**config.mk**
```make
export PLATFORM = sky130hd
export DESIGN_NAME = masked_inv_sbox
export DESIGN_NICKNAME = d
export VERILOG_FILES = /design/src/rtl/masked_inv_sbox.sv
export SDC_FILE = /design/constraint.sdc
export NUM_CORES = 1
export LEC_CHECK = 0
export ABC_AREA = 1
export BUFFER_PORTS_ARGS = -buffer_cell sky130_fd_sc_hd__buf_2
export CAP_MARGIN = 10
export CELL_PAD_IN_SITES_DETAIL_PLACEMENT = 1
export CELL_PAD_IN_SITES_GLOBAL_PLACEMENT = 1
export CORE_AREA = 2 2 311 313
export DETAILED_ROUTE_END_ITERATION = 8
export DIE_AREA = 0 0 313 315
export PLACE_DENSITY = 0.54
export SYNTH_ARGS = -nofsm -noshare
export SYNTH_HDL_FRONTEND = slang
export SYNTH_SLANG_ARGS = --single-unit
```
**constraint.sdc**
```tcl
create_clock -name clk -period 33.8 [get_ports clk]
set_clock_uncertainty 0.15 [all_clocks]
set_input_delay 5.07 -clock clk [delete_from_list [all_inputs] [get_ports clk]]
set_output_delay 5.07 -clock clk [all_outputs]
set_load 0.02 [all_outputs]
```
**src/rtl/masked_inv_sbox.sv**
```systemverilog
// First-order multiplicatively masked AES inverse S-box, 6 enabled cycles of latency.
// One byte per enabled cycle; en=0 freezes every stage, and no other backpressure exists.
module masked_inv_sbox (
  input  logic        clk,
  input  logic        rst,
  input  logic        en,
  input  logic        in_valid,
  input  logic [15:0] inp,
  input  logic [18:0] PRNG,
  output logic        out_valid,
  output logic [15:0] SB_out
);

  localparam int LAT = 6;

  function automatic logic [7:0] gf_mul(input logic [7:0] a, input logic [7:0] b);
    logic [7:0] acc;
    logic [7:0] aa;
    acc = 8'h00;
    aa  = a;
    for (int i = 0; i < 8; i++) begin
      if (b[i]) acc = acc ^ aa;
      aa = {aa[6:0], 1'b0} ^ (aa[7] ? 8'h1B : 8'h00);
    end
    return acc;
  endfunction

  // a^254 by repeated squaring; only ever fed nonzero operands
  function automatic logic [7:0] gf_inv(input logic [7:0] a);
    logic [7:0] sq;
    logic [7:0] acc;
    sq  = a;
    acc = 8'h01;
    for (int i = 0; i < 7; i++) begin
      sq  = gf_mul(sq, sq);
      acc = gf_mul(acc, sq);
    end
    return acc;
  endfunction

  function automatic logic [7:0] inv_lin(input logic [7:0] a);
    return {a[6:0], a[7]} ^ {a[4:0], a[7:5]} ^ {a[1:0], a[7:2]};
  endfunction

  // Two-share AND; bit [1] is share1, bit [0] is share0. Cross terms are re-masked by r.
  function automatic logic [1:0] dom_and(input logic [1:0] x, input logic [1:0] y, input logic r);
    return {(x[1] & y[1]) ^ ((x[1] & y[0]) ^ r),
            (x[0] & y[0]) ^ ((x[0] & y[1]) ^ r)};
  endfunction

  logic [LAT-1:0] r_vld;

  logic [7:0] r_a1_1, r_a0_1;
  logic [7:0] r_a1_2, r_a0_2;
  logic [7:0] r_a1_3, r_a0_3;
  logic [3:0][1:0] r_y2;
  logic [1:0] r_d3, r_d4, r_d5;
  logic [7:0] r_m1_4, r_m0_4, r_r0_4;
  logic [7:0] r_t_5, r_r1_5, r_r0_5;

  logic [7:0] w_s1_a1, w_s1_a0;
  logic [7:0] w_z1, w_z0;
  logic [3:0] w_kr;
  logic [3:0][1:0] w_y;
  logic [1:0] w_u0, w_u1, w_d;
  logic [7:0] w_r0, w_b1, w_b0, w_m1, w_m0;
  logic [7:0] w_p, w_t;
  logic [7:0] w_o1, w_o0;

  // Stage 1: inverse affine, constant folded into share1 only
  assign w_s1_a1 = inv_lin(inp[15:8]) ^ 8'h05;
  assign w_s1_a0 = inv_lin(inp[7:0]);

  // Stage 2: delta(x) = AND of all bits of ~x; inverting share1 alone inverts x
  assign w_z1 = ~r_a1_1;
  assign w_z0 = r_a0_1;
  assign w_kr = {PRNG[16] ^ PRNG[18], PRNG[18], PRNG[17], PRNG[16]};

  always_comb begin
    w_y = '0;
    for (int j = 0; j < 4; j++) begin
      w_y[j] = dom_and({w_z1[2*j],   w_z0[2*j]},
                       {w_z1[2*j+1], w_z0[2*j+1]}, w_kr[j]);
    end
  end

  // Stage 3: reduce the four partial products to one shared delta bit
  assign w_u0 = dom_and(r_y2[0], r_y2[1], PRNG[16]);
  assign w_u1 = dom_and(r_y2[2], r_y2[3], PRNG[17]);
  assign w_d  = dom_and(w_u0, w_u1, PRNG[18]);

  // Stage 4: zero-corrected shares times a nonzero multiplicative mask
  assign w_r0 = (PRNG[7:0] == 8'h00) ? 8'h01 : PRNG[7:0];
  assign w_b1 = r_a1_3 ^ {7'b0, r_d3[1]};
  assign w_b0 = r_a0_3 ^ {7'b0, r_d3[0]};
  assign w_m1 = gf_mul(w_b1, w_r0);
  assign w_m0 = gf_mul(w_b0, w_r0);

  // Stage 5: p is only multiplicatively masked, so the inverse leaves stage re-masked by r1
  assign w_p = r_m1_4 ^ r_m0_4;
  assign w_t = gf_inv(w_p) ^ PRNG[15:8];

  // Stage 6: back to Boolean shares, undoing the zero mapping
  assign w_o1 = gf_mul(r_r0_5, r_t_5)  ^ {7'b0, r_d5[1]};
  assign w_o0 = gf_mul(r_r0_5, r_r1_5) ^ {7'b0, r_d5[0]};

  always_ff @(posedge clk) begin
    if (en) begin
      r_a1_1 <= w_s1_a1;
      r_a0_1 <= w_s1_a0;

      r_a1_2 <= r_a1_1;
      r_a0_2 <= r_a0_1;
      r_y2   <= w_y;

      r_a1_3 <= r_a1_2;
      r_a0_3 <= r_a0_2;
      r_d3   <= w_d;

      r_m1_4 <= w_m1;
      r_m0_4 <= w_m0;
      r_r0_4 <= w_r0;
      r_d4   <= r_d3;

      r_t_5  <= w_t;
      r_r1_5 <= PRNG[15:8];
      r_r0_5 <= r_r0_4;
      r_d5   <= r_d4;
    end
  end

  always_ff @(posedge clk) begin
    if (rst) begin
      r_vld  <= '0;
      SB_out <= 16'h0000;
    end else if (en) begin
      r_vld  <= {r_vld[LAT-2:0], in_valid};
      SB_out <= {w_o1, w_o0};
    end
  end

  assign out_valid = r_vld[LAT-1];

endmodule

```
## Word level (Yosys, flattened, before mapping)

Index checks and enable logic that the tools add are counted.

| cells by class | value |
|---|---|
| muxes and demuxes | 257 |
| bitwise operators | 307 |
| reductions and logical operators | 1 |

Operators with widths:

| kind | count |
|---|---|
| $mux 8 | 138 |
| $xor 8x8->8 | 125 |
| $xor 8x5->8 | 112 |
| $mux 5 | 113 |
| $xor 8x1->8 | 4 |
| $xor 1x1->1 | 29 |
| $and 1x1->1 | 28 |
| $logic_not 8->1 | 1 |
| $not 8->8 | 1 |
| $mux 7 | 1 |
| $not 1->1 const A | 7 |
| $mux 6 | 1 |
| $mux 4 | 1 |
| $mux 3 | 1 |
| $mux 2 | 1 |
| $not 2->2 | 1 |
| $mux 1 | 1 |

| storage, ports and cells | value |
|---|---|
| bits in registers | 132 |
| input port bits | 39 |
| output and inout port bits | 17 |
| word-level logic and storage cells | 586 |

## Logic depth before layout (Yosys ltp)

| logic depth | value |
|---|---|
| depth in word-level cells | 129 |
| gate-level depth with buffers | 128 |

## Worst setup path before layout

Ideal clock, no wire load.

| timing path | value |
|---|---|
| path kind | flip-flop to flip-flop |
| start | reg r_m1_4[7] |
| end | reg r_t_5[3], data pin |
| arrival | 10.987 ns |
| path slack | 22.411 ns |
| cell stages (with the launch flop) | 109 |
| path buffers | 11 |
| cells stage by stage | edfxtp_1 -> nand2_1 -> nand2_2 -> buf_6 -> buf_6 -> ha_1 -> inv_1 -> nand3_1 -> nand2_2 -> nand2_1 -> nand3_1 -> inv_1 -> nand2_1 -> nand2_1 -> nand3_1 -> nand2_4 -> inv_4 -> buf_4 -> (+73 left out) -> nand2_1 -> nand2_1 -> inv_1 -> nand3_1 -> nand2_1 -> nand2_1 -> nand2_2 -> nand2_1 -> nand2_1 -> nand2_1 -> inv_1 -> nand2_1 -> nand2_1 -> inv_1 -> nand2_1 -> nand2_1 -> nand2_1 -> nand2_1 |

| between the ends | value |
|---|---|
| longest elaborated chain between the ends | 126 |

RTL lines:

| element | line | text |
|---|---|---|
| start: declaration | 58 | `logic [7:0] r_m1_4, r_m0_4, r_r0_4;` |
| start signal: assignment | 120 | `r_m1_4 <= w_m1;` |
| $xor 8x8->8 (*) | 100 | `assign w_p = r_m1_4 ^ r_m0_4;` |
| $mux 5 or $mux 8 (tied branches) | 23, 22 |  |
| $xor 8x5->8 or $xor 8x8->8 (tied branches) | 23, 22 |  |
| $xor 8x8->8 or $mux 8 (tied branches) | 22 | `if (b[i]) acc = acc ^ aa;` |
| $mux 8 or $xor 8x8->8 (tied branches) | 22 |  |
| $xor 8x8->8 or $mux 8 (tied branches) | 22 |  |
| $mux 8 or $xor 8x8->8 (tied branches) | 22 |  |
| $xor 8x8->8 or $mux 8 (tied branches) | 22 |  |
| (+111 left out) | n/a |  |
| $xor 8x8->8 | 22 |  |
| $mux 8 | 22 |  |
| $xor 8x8->8 | 22 |  |
| $mux 8 | 22 |  |
| $xor 8x8->8 | 22 |  |
| $mux 8 (*) | 22 |  |
| $xor 8x8->8 (*) | 101 | `assign w_t = gf_inv(w_p) ^ PRNG[15:8];` |
| net w_t[3] | 67 | `logic [7:0] w_p, w_t;` |
| end signal: assignment | 125 | `r_t_5 <= w_t;` |
| end: declaration | 59 | `logic [7:0] r_t_5, r_r1_5, r_r0_5;` |

Mark *: on every way through the listed nets, which the timed path passes. The rest lies on a longest branch.
A chain may end at the register's enable or synchronous reset.

## Final worst setup path

| timing path | value |
|---|---|
| start | reg r_m0_4[7] |
| end | reg r_t_5[7], data pin |

| between the ends | value |
|---|---|
| longest elaborated chain between the ends | 126 |

RTL lines:

| element | line | text |
|---|---|---|
| start: declaration | 58 |  |
| start signal: assignment | 121 | `r_m0_4 <= w_m0;` |
| $xor 8x8->8 (*) | 100 |  |
| $mux 5 | 23 | `aa = {aa[6:0], 1'b0} ^ (aa[7] ? 8'h1B : 8'h00);` |
| $xor 8x5->8 | 23 |  |
| $xor 8x8->8 | 22 |  |
| $mux 8 | 22 |  |
| $xor 8x8->8 | 22 |  |
| $mux 8 | 22 |  |
| $xor 8x8->8 | 22 |  |
| (+111 left out) | n/a |  |
| $xor 8x8->8 | 22 |  |
| $mux 8 | 22 |  |
| $xor 8x8->8 | 22 |  |
| $mux 8 | 22 |  |
| $xor 8x8->8 | 22 |  |
| $mux 8 (*) | 22 |  |
| $xor 8x8->8 (*) | 101 |  |
| net w_t[7] | 67 |  |

Marks and branches as above.

==> results.sh <==
export IMPL_status="complete, no violations"
export IMPL_avgSynthCellArea_um2=5.61
export IMPL_r2r_cells=97
export IMPL_r2r_slack_ns=18.57
export IMPL_wirelength_mm=109
export IMPL_yosysTopAreaCell="nand2_1"
export IMPL_crit_path_end_kind="register"
export IMPL_cts_buffers=17
export IMPL_post_cts_setup_buffers=0
export IMPL_crit_end="r_t_5[7]"
export IMPL_r2r_start="r_m0_4[7]"
export IMPL_min_period_ns=15.23
export IMPL_root_buffer="clkbuf_16"
export IMPL_cts_resized=0
export IMPL_cp_startpoint="r_m0_4[7]"
export IMPL_cp_slowest_cell="inv_1"
export IMPL_async_reset_ff_share_pct=0
export IMPL_crit_buf_inv=17
export IMPL_multi_input_area_um2=21300
export IMPL_seqCellArea_um2=3740
export IMPL_num_rows=114
export IMPL_cp_top_family="simple AND/OR/NAND/NOR gates"
export IMPL_synth_cell_types=54
export IMPL_core_um2=95700
export IMPL_final_nets=5036
export IMPL_yosysMostFrequentCell="nand2_1"
export IMPL_final_hold_violation_count=0
export IMPL_clockBufferDepth=2
export IMPL_crit_fanout=25
export IMPL_n_antenna_cell=0
export IMPL_clk_latency_ns=0.50
export IMPL_synth_edf_count=110
export IMPL_place_congestion=0.861
export IMPL_max_freq_mhz=65.6
export IMPL_hp_start="r_a0_2[5]"
export IMPL_viasPerCell=4.88
export IMPL_ys_seq_area_share_pct=13.2
export IMPL_crit_arrival_ns=15.33
export IMPL_die_h_um=315
export IMPL_io_buffers=55
export IMPL_netlist_instances=5044
export IMPL_initial_core_util_pct=29.6
export IMPL_ys_top_cells_by_count="nand2_1, nand3_1, inv_1, nor2_1, xor2_1"
export IMPL_grtUsageTotal_pct=21.9
export IMPL_antenna_found_initial=3
export IMPL_path_class="register to register"
export IMPL_synth_top_area_share_pct=27.1
export IMPL_grt_pass1_vias=30325
export IMPL_ant_nets=0
export IMPL_rr_endpoint="r_t_5[7]"
export IMPL_fill_cells=12911
export IMPL_first_iter_violations=1676
export IMPL_cpPeakStageDelay_ns=0.71
export IMPL_start_kind="register"
export IMPL_die_w_um=313
export IMPL_ys_warn_count=0
export IMPL_synth_ff_type="edfxtp_1"
export IMPL_drcViolationCount=0
export IMPL_netlist_area_um2=28300
export IMPL_maxCapViolCount=0
export IMPL_die_area_um2=98600
export IMPL_drive_above_1_share_pct=11.0
export IMPL_grt_max_degree=87
export IMPL_grt_pass1_wl_mm=172
export IMPL_rsz0062_at_grt="false"
export IMPL_grt_overflow=0
export IMPL_finalSetupTns_ns=0
export IMPL_ys_top_cells_by_area="nand2_1, nand3_1, edfxtp_1"
export IMPL_area_growth_pct=5.13
export IMPL_hold_slack_ns=0.266
export IMPL_num_vias=30632
export IMPL_cts_sinks=132
export IMPL_slew_violations=0
export IMPL_h_tree_depth=4
export IMPL_cp_required_ns=33.90
export IMPL_syn_nets=5090
export IMPL_max_slew_margin_rel_pct=39.8
export IMPL_setup_violations=0
export IMPL_worstMarginPinSlew_ns=0.903
export IMPL_synth_seq_cells=132
export IMPL_ctsHoldBuffers=0
export IMPL_cts_tree="done"
export IMPL_period_share_pct=45.1
export IMPL_drt_first_pass_iters=5
export IMPL_cpMostUsedCell="nand2_1"
export IMPL_dp_hpwl_mm=86.9
export IMPL_cp_depth=97
export IMPL_min_path_type="register to register"
export IMPL_ios=56
export IMPL_wl_per_cell_um=17.3
export IMPL_clk_pin_slew_ns=0.07
[worst reg2reg max path, delay by kind of cell, from the launching register on]
family | cells | cell delay, ns
buf+inv | 17 | 2.84
compound gates | 1 | 0.26
flops | 1 | 0.40
simple gates | 73 | 9.09
fa+ha+maj | 4 | 1.82
xor+xnor | 2 | 0.41
[flip-flops by register name, summed over array words and instances (netlist names), 8 cells and up]
name	flops
r_a0_1	8
r_t_5	8
r_m1_4	8
r_m0_4	8
r_y2	8
r_a1_2	8
r_a1_1	8
r_r1_5	8
r_r0_4	8
r_a1_3	8
r_r0_5	8
r_a0_3	8
SB_out	16
r_a0_2	8
[how the worst min path moves through the flow]
stage	endpoint	slack [ns]	depth (start not counted)
detailed placement	r_a0_3[0]	0.26	0
finish	r_a0_3[5]	0.27	0
global placement	r_a1_3[0]	0.25	0
global route	r_a0_3[5]	0.27	0
floorplan	r_a0_3[0]	0.25	0
CTS	r_r0_5[7]	0.27	0
[routing by layer]
| layer | routed length, µm | track usage (%) | share of wire, % |
|---|---|---|---|
| met1 | 55100 | 31.2 | 51 |
| met2 | 48200 | 35.7 | 44 |
| met3 | 3890 | 2.82 | 3.6 |
| met4 | 1370 | 3.73 | 1.3 |
| met5 | 10 | 0 | 0.0092 |
[layout make-up]
class                           count  area share, %
Multi-Input combinational cell   4206           71.7
Sequential cell                   132           12.6
Inverter                          570           7.31
Tap cell                         1276           5.37
Clock buffer                       17           1.43
Timing Repair Buffer               63           1.15
Clock inverter                     15          0.467
[through the flow]
step | std cells | instance area [µm²] | util (%) | worst slack (ns)
floorplan | 5044 | 28300 | - | 22.41
global placement | 6247 | 29200 | 30.5 | 18.67
detailed placement | 6247 | 29200 | 30.5 | 18.64
CTS | 6279 | 29700 | 31.1 | 18.60
global route | 6279 | 29700 | 31.1 | 16.99
finish | 6279 | 29700 | 31.1 | 18.57
[cell usage in the layout (no fill, tap or decap), types with 4 or more instances in the layout]
cell type	count
o21bai_1	16
clkinv_1	10
inv_2	81
or2_1	14
nand2_1	2046
nand3_1	698
o21ai_1	33
buf_2	54
nor2_1	356
xor2_2	17
o211ai_1	13
edfxtp_1	110
buf_4	8
a21oi_1	24
dfxtp_1	22
xor2_1	301
nand2_4	40
nand2_2	225
o21ai_0	47
nand4_1	49
clkbuf_16	17
o22ai_1	4
ha_1	7
nor2_2	17
inv_4	10
inv_6	6
nand3b_1	51
or2_2	10
inv_1	467
xnor2_1	173
nand3_2	38
[cell families after synthesis]
family,count (synthesis),share of synthesized area (%)
and+or+nand+nor,3555,55.9
DFF,132,13.2
xor gates and xnor gates,498,16.2
AOI/OAI and AO/OA,146,2.98
adders and majority gates,7,0.310
buffers and inverters,706,11.4
Power is left out: the tool's default activity adds up to more than one toggle a clock period on the data nets, which glitch-free logic cannot reach.
